--- src/rtl/result_out_fifo_if.sv ---
// result_out_fifo_if: result/tag handshake bundle between producer, FIFO and consumer.
interface result_out_fifo_if #(parameter int DATA_W = 20, parameter int DEPTH = 4);
  logic in_valid, in_ready, in_tag, out_valid, out_ready, out_tag;
  logic [DATA_W-1:0] in_data, out_data;
  logic [$clog2(DEPTH):0] count;
  modport slave(input in_valid, in_data, in_tag, out_ready, output in_ready, out_valid, out_data, out_tag, count);
  modport master(output in_valid, in_data, in_tag, out_ready, input in_ready, out_valid, out_data, out_tag, count);
endinterface

--- src/rtl/result_out_fifo.sv ---
// result_out_fifo: first-word-fall-through FIFO for tagged ALU/memory result words.
// Optional sticky overflow flag with clear input when RESULT_OUT_FIFO_OVF_EN is defined.
module result_out_fifo #(
  parameter int DATA_W = 20,
  parameter int ALU_W  = 16,
  parameter int DEPTH  = 4
) (
  input  logic clk,
  input  logic rst_n,
`ifdef RESULT_OUT_FIFO_OVF_EN
  input  logic clr_ovf,
  output logic ovf_flag,
`endif
  result_out_fifo_if.slave bus
);
  localparam int AW = $clog2(DEPTH);
  localparam logic [DATA_W-1:0] ALU_MASK = {{(DATA_W-ALU_W){1'b0}}, {ALU_W{1'b1}}};
  logic [DATA_W:0] mem [DEPTH];
  logic [AW-1:0] wr_ptr, rd_ptr;
  logic [AW:0] cnt;
  logic push, pop;
  logic [DATA_W-1:0] wdata;
  assign bus.in_ready = cnt != (AW+1)'(DEPTH);
  assign bus.out_valid = cnt != '0;
  assign bus.count = cnt;
  assign push = bus.in_valid && bus.in_ready;
  assign pop = bus.out_valid && bus.out_ready;
  assign wdata = bus.in_tag ? bus.in_data & ALU_MASK : bus.in_data;
  // Empty FIFO presents zeros rather than stale storage contents.
  assign {bus.out_tag, bus.out_data} = bus.out_valid ? mem[rd_ptr] : '0;
  always_ff @(posedge clk)
    if (push) mem[wr_ptr] <= {bus.in_tag, wdata};
  always_ff @(posedge clk or negedge rst_n)
    if (!rst_n) begin
      wr_ptr <= '0;
      rd_ptr <= '0;
      cnt <= '0;
    end else begin
      if (push) wr_ptr <= wr_ptr + AW'(1);
      if (pop) rd_ptr <= rd_ptr + AW'(1);
      cnt <= cnt + {{AW{1'b0}}, push} - {{AW{1'b0}}, pop};
    end
`ifdef RESULT_OUT_FIFO_OVF_EN
  // Set beats clear when both happen in the same cycle.
  always_ff @(posedge clk or negedge rst_n)
    if (!rst_n) ovf_flag <= 1'b0;
    else if (bus.in_valid && !bus.in_ready) ovf_flag <= 1'b1;
    else if (clr_ovf) ovf_flag <= 1'b0;
`endif
endmodule

--- src/flat_wrapper.sv ---
// flat-port wrapper written by rule: the top's interface ports become plain ports
module result_out_fifo_flat 
#(
  parameter int DATA_W = 20,
  parameter int ALU_W  = 16,
  parameter int DEPTH  = 4
)
  (clk, rst_n, bus_in_valid, bus_in_data, bus_in_tag, bus_out_ready, bus_in_ready, bus_out_valid, bus_out_data, bus_out_tag, bus_count);
  result_out_fifo_if #(.DATA_W(DATA_W), .DEPTH(DEPTH)) bus_i ();
  input  logic clk;
  input  logic rst_n;
  input wire logic [$bits(bus_i.in_valid)-1:0] bus_in_valid;
  input wire logic [$bits(bus_i.in_data)-1:0] bus_in_data;
  input wire logic [$bits(bus_i.in_tag)-1:0] bus_in_tag;
  input wire logic [$bits(bus_i.out_ready)-1:0] bus_out_ready;
  output wire logic [$bits(bus_i.in_ready)-1:0] bus_in_ready;
  output wire logic [$bits(bus_i.out_valid)-1:0] bus_out_valid;
  output wire logic [$bits(bus_i.out_data)-1:0] bus_out_data;
  output wire logic [$bits(bus_i.out_tag)-1:0] bus_out_tag;
  output wire logic [$bits(bus_i.count)-1:0] bus_count;
  assign bus_i.in_valid = bus_in_valid;
  assign bus_i.in_data = bus_in_data;
  assign bus_i.in_tag = bus_in_tag;
  assign bus_i.out_ready = bus_out_ready;
  assign bus_in_ready = bus_i.in_ready;
  assign bus_out_valid = bus_i.out_valid;
  assign bus_out_data = bus_i.out_data;
  assign bus_out_tag = bus_i.out_tag;
  assign bus_count = bus_i.count;
  result_out_fifo #(.DATA_W(DATA_W), .ALU_W(ALU_W), .DEPTH(DEPTH)) u_core (.clk(clk), .rst_n(rst_n), .bus(bus_i));
endmodule
--- config.mk ---
export PLATFORM = sky130hd
export DESIGN_NAME = result_out_fifo_flat
export DESIGN_NICKNAME = d
export VERILOG_FILES = /design/src/rtl/result_out_fifo_if.sv /design/src/rtl/result_out_fifo.sv /design/src/flat_wrapper.sv
export SDC_FILE = /design/constraint.sdc
export NUM_CORES = 1
export LEC_CHECK = 0
export ABC_AREA = 1
export CAP_MARGIN = 15
export CORE_MARGIN = 5
export CORE_UTILIZATION = 55
export DETAILED_ROUTE_END_ITERATION = 8
export GPL_TIMING_DRIVEN = 0
export PLACE_DENSITY = 0.81
export SYNTH_ARGS = -nofsm -noshare
export SYNTH_HDL_FRONTEND = slang
export SYNTH_SLANG_ARGS = --single-unit
--- constraint.sdc ---
create_clock -name clk -period 4.4 [get_ports clk]
set_clock_uncertainty 0.1 [all_clocks]
set_input_delay 0.44 -clock clk [delete_from_list [all_inputs] [get_ports clk]]
set_output_delay 0.44 -clock clk [all_outputs]
set_load 0.05 [all_outputs]
# --- After elaboration in Yosys (flattened, before gate mapping) ---
# Memories as Yosys holds them, arrays and structs flattened.
# Index checks and enable logic that the tools add are counted.
op_classes:
  bitwise: 0
  multipliers: 0
  shifts: 0
  mux: 4
  n_reduce_logical: 3
  eq_ne: 1
  div_mod_pow: 0
  n_addsub: 4
  n_lt_le_gt_ge: 0
ops:
  columns: ["operator", "count"]
  rows:
  - ["$mux W21", 1]
  - ["$mux W20", 1]
  - ["$add A2 B1 Y2 const B", 2]
  - ["$add A3 B1 Y3", 1]
  - ["$ne A3 B3 Y1 const B", 1]
  - ["$reduce_bool A3 Y1", 1]
  - ["$sub A3 B1 Y3", 1]
  - ["$logic_and A1 B1 Y1", 2]
  - ["$mux W1", 2]
totals:
  input_bits: 25
  rom_bits: 0
  regBits: 7
  out_inout_bits: 26
  word_cells: 16
  latchBits: 0
  n_memories: 1
  ram_bits: 84
mem_list:
  columns: ["name", "words", "width", "rd", "rd_clocked_by_memory_dff", "write_ports", "line", "source"]
  rows:
  - ["u_core.mem", 4, 21, 1, 0, 1, "result_out_fifo.sv:18", "logic [DATA_W:0] mem [DEPTH];"]

# --- Longest topological paths before layout ---
# Gate-level depths: netlist of run 1.
depth:
  word_depth: 4
  mapped_depth: 10
  mapped_depth_nobuf: 10

# --- Worst setup path after synthesis of run 1 ---
# OpenSTA, ideal clock, no wires.
synth_timing:
  path_kind: "register to register"
  startpoint: "register u_core.cnt[1], in the netlist u_core.bus.count[1]"
  endpoint: "memory u_core.mem[0][0] (netlist name), enable pin"
  n_path_buf: 0
  required_time_ns: 3.901
  path_slack_ns: 1.485
  t_arrival_ns: 2.416
  path_stages_with_launch: 5
  period_less_slack_ns: 2.915
  setup_time_ns: 0.399
  path_cell_list: "dfrtp_1 -> inv_1 -> nand3_1 -> nand2_2 -> nor2_1"
synth_between:
  elab_chain_len: 4
synth_lines:
  columns: ["item", "line", "source"]
  rows:
  - ["start: declaration", "result_out_fifo.sv:20", "logic [AW:0] cnt;"]
  - ["start signal: assignment", "result_out_fifo.sv:41", "cnt <= cnt + {{AW{1'b0}}, push} - {{AW{1'b0}}, pop};"]
  - ["$ne A3 B3 Y1", "result_out_fifo.sv:23", "assign bus.in_ready = cnt != (AW+1)'(DEPTH);"]
  - ["net bus_in_ready", "flat_wrapper.sv:16", "output wire logic [$bits(bus_i.in_ready)-1:0] bus_in_ready;"]
  - ["$logic_and A1 B1 Y1", "result_out_fifo.sv:26", "assign push = bus.in_valid && bus.in_ready;"]
  - ["$mux W1", "result_out_fifo.sv:32", "if (push) mem[wr_ptr] <= {bus.in_tag, wdata};"]
  - ["$mux W1 (implied by the code)", "result_out_fifo.sv:32", null]
  - ["end: declaration", "result_out_fifo.sv:18", null]
# The timed path passes the listed nets, and every way through them passes these cells.

# --- Worst setup path after layout of run 1 ---
layout_timing:
  startpoint: "register u_core.cnt[1], in the netlist u_core.bus.count[1]"
  endpoint: "output port bus_out_data[0]"
layout_between:
  elab_chain_len: 2
layout_lines:
  columns: ["item", "line", "source"]
  rows:
  - ["$reduce_bool A3 Y1", "result_out_fifo.sv:24", "assign bus.out_valid = cnt != '0;"]
  - ["$mux W21", "result_out_fifo.sv:30", "assign {bus.out_tag, bus.out_data} = bus.out_valid ? mem[rd_ptr] : '0;"]
  - ["end: declaration", "flat_wrapper.sv:18", "output wire logic [$bits(bus_i.out_data)-1:0] bus_out_data;"]
# Every way passes these cells.

==> flow_summary.ini, run 1 <==
[synth]
ys_types = 20
synth_area_per_cell_um2 = 10.86
synth_area_leader_cell = edfxtp_1
yosysSeqAreaShare_pct = 63.02
yosys_warnings = 0
ys_ff_latch = 91
synthArstFlopShare_pct = 7.692
synth-edff-count = 84
syn_nets = 426
yosys.area.top_type_share_pct = 58.93
synth_ff_type = edfxtp_1
synth_area_leaders = edfxtp_1 59%, inv_1 8.8%, nand2_1 6.8%
synthesis.area_um2 = 4280
syn_inst = 394

[worst_setup_path]
cp.required_ns = 3.86
crit_path_start_kind = flop
crit_path_cell_trace = inv_1, nand3_2, inv_2, buf_4, a21oi_1, clkdlybuf4s50_1
path_class = flop to output port
timing.rr.start = u_core.bus.count[1]
path_max_fanout = 10
cp_slowest_cell = clkdlybuf4s50_1
arrival_ns = 2.31
crit_path_end_kind = output port
reg2reg_setup_slack_ns = 2.22
rr_endpoint = u_core.bus.count[2]
critPathTopFamily = buffers and inverters
reg2reg_depth = 10
critPathBufInv = 4
slowest_delay_ns = 0.84

[floorplan]
die_w_um = 98.22
initial_core_util_pct = 55.97
ios = 51
coreArea_um2 = 7647
rows = 32
die_h_um = 98.22
die-area_um2 = 9647

[drt]
drc = 0
num_vias = 2775
wl_um = 8280
vias_per_cell = 4.903
ant_nets = 0
wl_per_cell_um = 14.63
drt-initial-drc-count = 127
drtPass1Iterations = 4

[grt]
grt_max_degree = 18
grt_pass1_wl_um = 13500
antenna_found_initial = 0
grt_overflow_total = 0
grt_pass1_vias = 2893
grt_usage_pct = 18.12

[clocking]
clock_sink_count = 91
cts_root_buffer = clkbuf_8
path_clk_slew_ns = 0.09
cts_tree = yes
cts_max_level = 3
clk_latency_ns = 0.36
clk_path_buf_depth = 2
numCtsBuffers = 9
post_cts_resized = 0
cts_setup_buffers = 0
hold_buffers = 0

[power]
p_per_area_nw_per_um2 = 772.7
vdd_drop_max_mv = 0.5370
p_leak_nw = 2.293

[sta]
finalSetupViolations = 0
clock.fmax_ghz = 0.3509
fin_crit_ns = 2.850
final.period_utilization_pct = 64.77
timing.setup.tns_ns = 0
final-max-slew-violation-count = 0
slew-limit-headroom_pct = 57.32
holdWs_ns = 0.2243
grt_setup_unrepaired = false
setup_ws_ns = 1.550
worst_slew_pin_slew_ns = 0.6396
finalHoldViolations = 0

[cells_and_area]
syn2layout_area_growth_pct = 21.66
drive_above_1_share_pct = 21.55
diodes = 0
multi_input_area_um2 = 1067
fillers = 573
final_cell_area_um2 = 5207
final_util_pct = 68.10
seqCellArea_um2 = 2698
fin_nets = 491

[place]
hpwl_um = 5730
io_buffers = 50
place_ws_ns = 1.920
placed_cell_area_um2 = 5029
routabilityCongestion = 0.7640

[hold_path]
hp-class = input pin to asynchronous set/reset pin

[status]
status = completed

[flow_run]
maxCapViolCount = 0
[metal layers]
metal / GRT usage, % / routed length [µm]
met5: 0 / 0
met4: 7.143 / 128
met3: 3.571 / 406
met2: 33.87 / 4554
met1: 20.13 / 3190
[cell usage in the layout (no fill, tap or decap), types with 2 or more instances in the layout]
cell type	netlist	final
a21oi_1	3	3
a21oi_2	18	18
buf_16	0	4
buf_2	7	7
buf_4	2	2
buf_6	7	7
clkbuf_8	0	9
clkdlybuf4s50_1	0	50
dfrtp_1	7	7
edfxtp_1	84	84
ha_1	6	6
inv_1	100	100
inv_2	4	4
inv_6	0	5
nand2_1	78	78
nand2_2	19	19
nand3_1	27	27
nand3_2	19	19
nor2_1	8	4
nor2_2	0	4
[how the worst max path moves through the flow]
stage,startpoint,end,slack [ns],cells past startpoint
2_1_floorplan,u_core.bus.count[1],u_core.mem[0][0],1.49,4
3_3_place_gp,bus_in_valid,u_core.mem[1][3],1.25,3
3_5_place_dp,u_core.bus.count[1],bus_out_data[0],1.92,6
4_1_cts,u_core.bus.count[1],bus_out_data[0],1.52,6
5_1_grt,u_core.bus.count[1],bus_out_data[0],1.39,6
6_report,u_core.bus.count[1],bus_out_data[0],1.55,6
[Yosys cell counts (4+ instances only)]
cell type,instances
buf_6,7
dfrtp_1,7
nand2_1,78
a21oi_2,18
edfxtp_1,84
buf_2,7
nand3_1,27
nor2_1,8
ha_1,6
nand3_2,19
inv_2,4
nand2_2,19
inv_1,100
[power breakdown]
group / internal (W) / switching (W) / leakage, nW / total [W]
logic: 0.000779 / 0.00152 / 1.35 / 0.00230
registers: 0.00115 / 0.0000592 / 0.856 / 0.00121
clock network: 0.000213 / 0.000303 / 0.0891 / 0.000516
total: 0.00214 / 0.00189 / 2.29 / 0.00402
[cells by family (layout without fill, tap and decap cells)]
kind of cell	count (synthesis)	after routing	share of synthesized area (%)
simple gates	151	151	17.92
buf+inv	121	191	12.28
flops	91	91	63.02
xor+xnor	2	2	0.4093
fa+ha+maj	7	7	2.222
compound gates	22	22	4.151
[registers in the layout (all words and copies together), names as in the netlist]
name and flops:
u_core.bus.count 3, u_core.wr_ptr 2, u_core.rd_ptr 2, u_core.mem 84
[metrics by stage]
stage / power, W / cells
after floorplan: 0.002804 / 394
after global placement: 0.003413 / 546
after detailed placement: 0.003543 / 550
after CTS: 0.004060 / 566
after global routing: 0.004225 / 566
final: 0.004024 / 566
[layout make-up]
class | instances | area share, %
plain buffers | 16 | 2.475
flip-flops and latches | 91 | 51.80
multi-input cells | 182 | 20.49
clock inverters | 7 | 1.057
clock buffers | 9 | 2.379
well taps | 102 | 2.451
inverters | 105 | 7.617
repair buffers | 54 | 11.73
Power figures use the tool's default switching activity.
==> run 2: changes to the inputs <==
Settings changed: CORE_UTILIZATION 55 to 50, PLACE_DENSITY 0.81 to 0.78.
Clock period 4.4 ns to 2.3 ns, I/O delays scaled along.
==> run 2 against run 1 <==
Register-to-register slack worse by 2.0 ns. Routed wire length is 1.6% higher. Global-route usage is 1.3 points lower. Design area is 2.9% lower. Worst setup slack worse by 1.4 ns. Sequential share of layout area is 1.6 points higher. Utilization is 7.2 points lower. Cell count is 0.18% lower. Hold slack worse by 0.19 ns.
==> flow_summary.ini, run 2 (synthesized netlist as in run 1, its figures left out) <==
[status]
status = completed

[worst_setup_path]
path_class = flop to output port
cp_slowest_cell = clkdlybuf4s15_2
cp.required_ns = 1.97
crit_path_start_kind = flop
crit_path_cell_trace = buf_6, buf_2, nand2_1, nand3_1, a21oi_1, clkdlybuf4s15_2
crit_path_end_kind = output port
path_max_fanout = 10
slowest_delay_ns = 0.40
arrival_ns = 1.86

[clocking]
cts_max_level = 3
cts_tree = yes
path_clk_slew_ns = 0.08
clk_latency_ns = 0.35
clock_sink_count = 91
hold_buffers = 0
clk_path_buf_depth = 2
numCtsBuffers = 9
cts_root_buffer = clkbuf_8

[drt]
wl_um = 8412
drt-initial-drc-count = 84
wl_per_cell_um = 14.89
ant_nets = 0
vias_per_cell = 4.796
drtPass1Iterations = 5
drc = 0
num_vias = 2710

[place]
routabilityCongestion = 0.7520
hpwl_um = 5454
io_buffers = 50

[grt]
grt_pass1_vias = 2810
grt_pass1_wl_um = 12980
grt_overflow_total = 0
grt_use_met1_pct = 20.26
use_met2_pct = 28.90
grt_usage_pct = 16.80
grt_max_degree = 22
antenna_found_initial = 0
busiest_layer = met2
grt_use_met3_pct = 4.060

[sta]
grt_setup_unrepaired = false
holdWs_ns = 0.03387
worst_slew_pin_slew_ns = 0.7229
slew-limit-headroom_pct = 51.69
final-max-slew-violation-count = 0
timing.setup.tns_ns = 0
finalSetupViolations = 0
finalHoldViolations = 0
fin_crit_ns = 2.192
clock.fmax_ghz = 0.4563
final.period_utilization_pct = 95.29

[cells_and_area]
layout_commonest_cell = inv_1
syn2layout_area_growth_pct = 18.12
drive_above_1_share_pct = 26.30
diodes = 0
final_cell_mix = 99 x inv_1, 84 x edfxtp_1, 78 x nand2_1, 29 x clkdlybuf4s50_1, 26 x nand3_1
largest_reg_flops = 84
regMostFlops = u_core.mem
fillers = 614
fin_nets = 487

[floorplan]
die-area_um2 = 10510
die_w_um = 102.5
die_h_um = 102.5
initial_core_util_pct = 51.58
rows = 33
coreArea_um2 = 8299
ios = 51

[hold_path]
hp-class = input pin to asynchronous set/reset pin

[power]
p_per_area_nw_per_um2 = 1459
vdd_drop_max_mv = 0.8814
p_leak_nw = 2.260

[flow_run]
maxCapViolCount = 0
## run 2: changes by cell type in the layout (fill, tap and decap cells not counted), moves of 3 or more
| cell | before | now |
|---|---|---|
| clkinv_2 | 0 | 3 |
| dfrtp_2 | 0 | 3 |
| clkbuf_2 | 0 | 18 |
| buf_16 | 4 | 0 |
| inv_6 | 5 | 0 |
| dfrtp_1 | 7 | 4 |
| clkdlybuf4s50_1 | 50 | 29 |
| clkdlybuf4s15_2 | 0 | 3 |
| nor2_2 | 4 | 0 |
| nor2_4 | 0 | 4 |
## run 2: critical path, delay by kind of cell, from the launching register on
family	cells	cell delay, ns
AND/OR/NAND/NOR	2	0.19
flip-flops	1	0.38
buffers and inverters	3	0.74
AO/OA/AOI/OAI	1	0.19
## run 2: path summary, 6_finish.rpt
| kind | start | to | slack, ns | cells past startpoint |
|---|---|---|---|---|
| setup / recovery | u_core.rd_ptr[0] | bus_out_data[19] | 0.11 | 6 |
| hold / removal | rst_n | u_core.wr_ptr[1] | 0.03 | 1 |
| setup reg to reg | u_core.bus.count[0] | u_core.bus.count[2] | 0.19 | 10 |
| hold reg to reg | u_core.wr_ptr[1] | u_core.wr_ptr[1] | 0.47 | 2 |
| max in group asynchronous | rst_n | u_core.bus.count[1] | 1.80 | 1 |
| min in group clk | bus_out_ready | u_core.rd_ptr[0] | 0.39 | 3 |
## run 2: cell type report
class                      instances  area, µm²  share of cell area (%)
inverter                         105      396.6                   7.845
tap                              105      131.4                   2.598
timing repair buffer              50      414.1                   8.191
buffer                            16      128.9                   2.549
sequential                        91       2701                   53.43
multi-input combinational        182       1100                   21.75
clock buffer                      10      127.6                   2.524
clock inverter                     6      56.30                   1.114
## run 2: power breakdown
part	switching (W)	internal, W	total (W)
combinational	0.00292	0.00112	0.00404
clock	0.000525	0.000493	0.00102
sequential	0.000116	0.00220	0.00232
## run 2: layer usage
| layer | wire length, µm | vias to the layer above |
|---|---|---|
| met4 | 138 | 0 |
| met2 | 4286 | 74 |
| met1 | 3537 | 1270 |
| met3 | 450 | 16 |
| li1 | - | 1350 |
| met5 | 0 | - |
## run 2: per-stage QoR
stage	cells	util, %	cell area [µm²]	worst slack [ns]	power (W)
after floorplan	394	-	4327	0.0008482	0.005426
after global placement	549	59.75	4959	0.05809	0.006602
after detailed placement	549	59.75	4959	0.04729	0.006698
after CTS	565	61.81	5130	0.001708	0.007513
after global routing	565	60.92	5056	0.04884	0.007764
final	565	60.92	5056	0.1083	0.007377
## run 2: what timing repair did
item	in CTS	in global routing
cloned	0	0
setup endpoints to repair	21	18
setup buffers	0	0
gates resized for setup	32	31
pin swaps	0	0
==> run 3: changes to the inputs <==
Settings changed: CORE_MARGIN 5 to unset, SKIP_CTS_REPAIR_TIMING set to 1.
==> run 3 against run 2 <==
Combinational power is 5.4% higher. Non-clock buffer count unchanged. Sequential share of layout area is 2.1 points lower. Register-to-register slack lost 0.02 ns. Count of clock-buffer cells in the layout is 1 lower. Global-route usage is 3.6 points higher. First-iteration DRC count is 68% higher. Clock power increased by 35%. Via count down 0.22%. Design area grew 4.0%.
==> flow_summary.ini, run 3 (synthesized netlist as in run 1, its figures left out) <==
[status]
status = completed

[grt]
antenna_found_initial = 0
grt_pass1_vias = 2729
grt_overflow_total = 0
grt_usage_pct = 20.43
grt_pass1_wl_um = 12990
grt_max_degree = 22

[floorplan]
die_w_um = 94.53
ios = 51
rows = 33
die_h_um = 94.53
initial_core_util_pct = 51.83
die-area_um2 = 8935
coreArea_um2 = 8258

[drt]
drtPass1Iterations = 4
drc = 0
wl_per_cell_um = 14.84
ant_nets = 0
drt-initial-drc-count = 141
wl_um = 8382
num_vias = 2704
vias_per_cell = 4.786

[flow_run]
maxCapViolCount = 0

[power]
comb_power_share_pct = 53.5
p_clk_share_pct = 17.4
p_seq_share_pct = 29.1
p_switching_w = 0.003581
p_leak_nw = 2.486
p_per_area_nw_per_um2 = 1513
vdd_drop_max_mv = 0.8601
power.share.switching_pct = 45.01
p_int_w = 0.004375

[sta]
slew-limit-headroom_pct = 50.56
finalHoldViolations = 0
finalSetupViolations = 0
worst_slew_pin_slew_ns = 0.7398
clock.fmax_ghz = 0.4489
timing.setup.tns_ns = 0
final-max-slew-violation-count = 0
holdWs_ns = 0.02756
final.period_utilization_pct = 96.85
fin_crit_ns = 2.228

[place]
placed_cell_area_um2 = 4959
post-place-cells = 549
hpwl_um = 5259
routabilityCongestion = 0.7010
io_buffers = 50

[cells_and_area]
layout_commonest_cell = inv_1
fin_nets = 487
syn2layout_area_growth_pct = 22.89
drive_above_1_share_pct = 22.39
final_cell_area_um2 = 5260
final_cell_mix = 99 x inv_1, 84 x edfxtp_1, 78 x nand2_1, 29 x clkdlybuf4s50_1, 26 x nand3_1
seqCellArea_um2 = 2701
multi_input_area_um2 = 1100
diodes = 0
largest_reg_flops = 84
final_util_pct = 63.70
regMostFlops = u_core.mem
fillers = 630
final_cells = 565

[worst_setup_path]
arrival_ns = 1.90
path_class = flop to output port
cp.required_ns = 1.97
crit_path_start_kind = flop
crit_path_end_kind = output port
path_max_fanout = 10

[clocking]
clk_path_buf_depth = 2
clock_sink_count = 91
cts_root_buffer = clkbuf_8
cts_tree = yes
clk_latency_ns = 0.36
numCtsBuffers = 9
cts_max_level = 3
path_clk_slew_ns = 0.08

[hold_path]
hp-class = input pin to asynchronous set/reset pin
-- run 3: cell types whose count changed in the layout (fill, tap and decap cells not counted) --
cell	before	now
dlymetal6s2s_1	0	19
clkdlybuf4s15_2	3	0
bufinv_16	1	4
clkinv_4	0	1
clkbuf_1	1	0
clkinv_2	3	0
clkbuf_2	18	2
-- run 3: metal layers --
metal	GRT usage, %	share of wire, %	vias up
li1	-	-	1347
met1	24.46	40	1241
met2	34.54	51	96
met3	3.784	6.6	20
met4	11.87	2.5	0
met5	0	0	-
-- run 3: stage by stage --
step / worst slack [ns] / power (W)
6_report: 0.07246 / 0.007956
5_1_grt: -0.009951 / 0.008352
4_1_cts: -0.3625 / 0.008066
3_5_place_dp: 0.05417 / 0.006681
3_3_place_gp: 0.07182 / 0.006587
2_1_floorplan: 0.0008482 / 0.005426
-- run 3: worst paths after layout --
path	start	end	slack [ns]	depth (start not counted)
worst max register to register	u_core.bus.count[0]	u_core.bus.count[2]	0.17	10
max in group asynchronous	rst_n	u_core.bus.count[0]	1.81	1
worst min-delay path	rst_n	u_core.rd_ptr[1]	0.03	1
worst min register to register	u_core.wr_ptr[0]	u_core.wr_ptr[0]	0.45	2
worst max-delay path	u_core.rd_ptr[0]	bus_out_data[19]	0.07	6
min in group clk	bus_out_ready	u_core.rd_ptr[0]	0.37	3
-- run 3: power by group through the flow --
stage	combinational, W	sequential [W]	clock [W]
6_report	0.00426	0.00232	0.00138
5_1_grt	0.00454	0.00235	0.00146
3_5_place_dp	0.00433	0.00235	0
2_1_floorplan	0.00301	0.00242	0
4_1_cts	0.00436	0.00232	0.00139
3_3_place_gp	0.00425	0.00234	0
-- run 3: layout make-up --
type	count	share of cell area, %
buffer	16	2.450
clock buffer	9	2.355
clock inverter	7	2.664
inverter	105	7.540
multi-input combinational	182	20.91
sequential	91	51.36
tap	105	2.498
timing repair buffer	50	10.23
-- run 3: critical path, cell delays in order (launching register included) --
cell and delay (ns):
dfrtp_1 0.38, buf_6 0.14, buf_2 0.21, nand2_1 0.10, nand3_1 0.08, a21oi_1 0.18
dlymetal6s2s_1 0.45
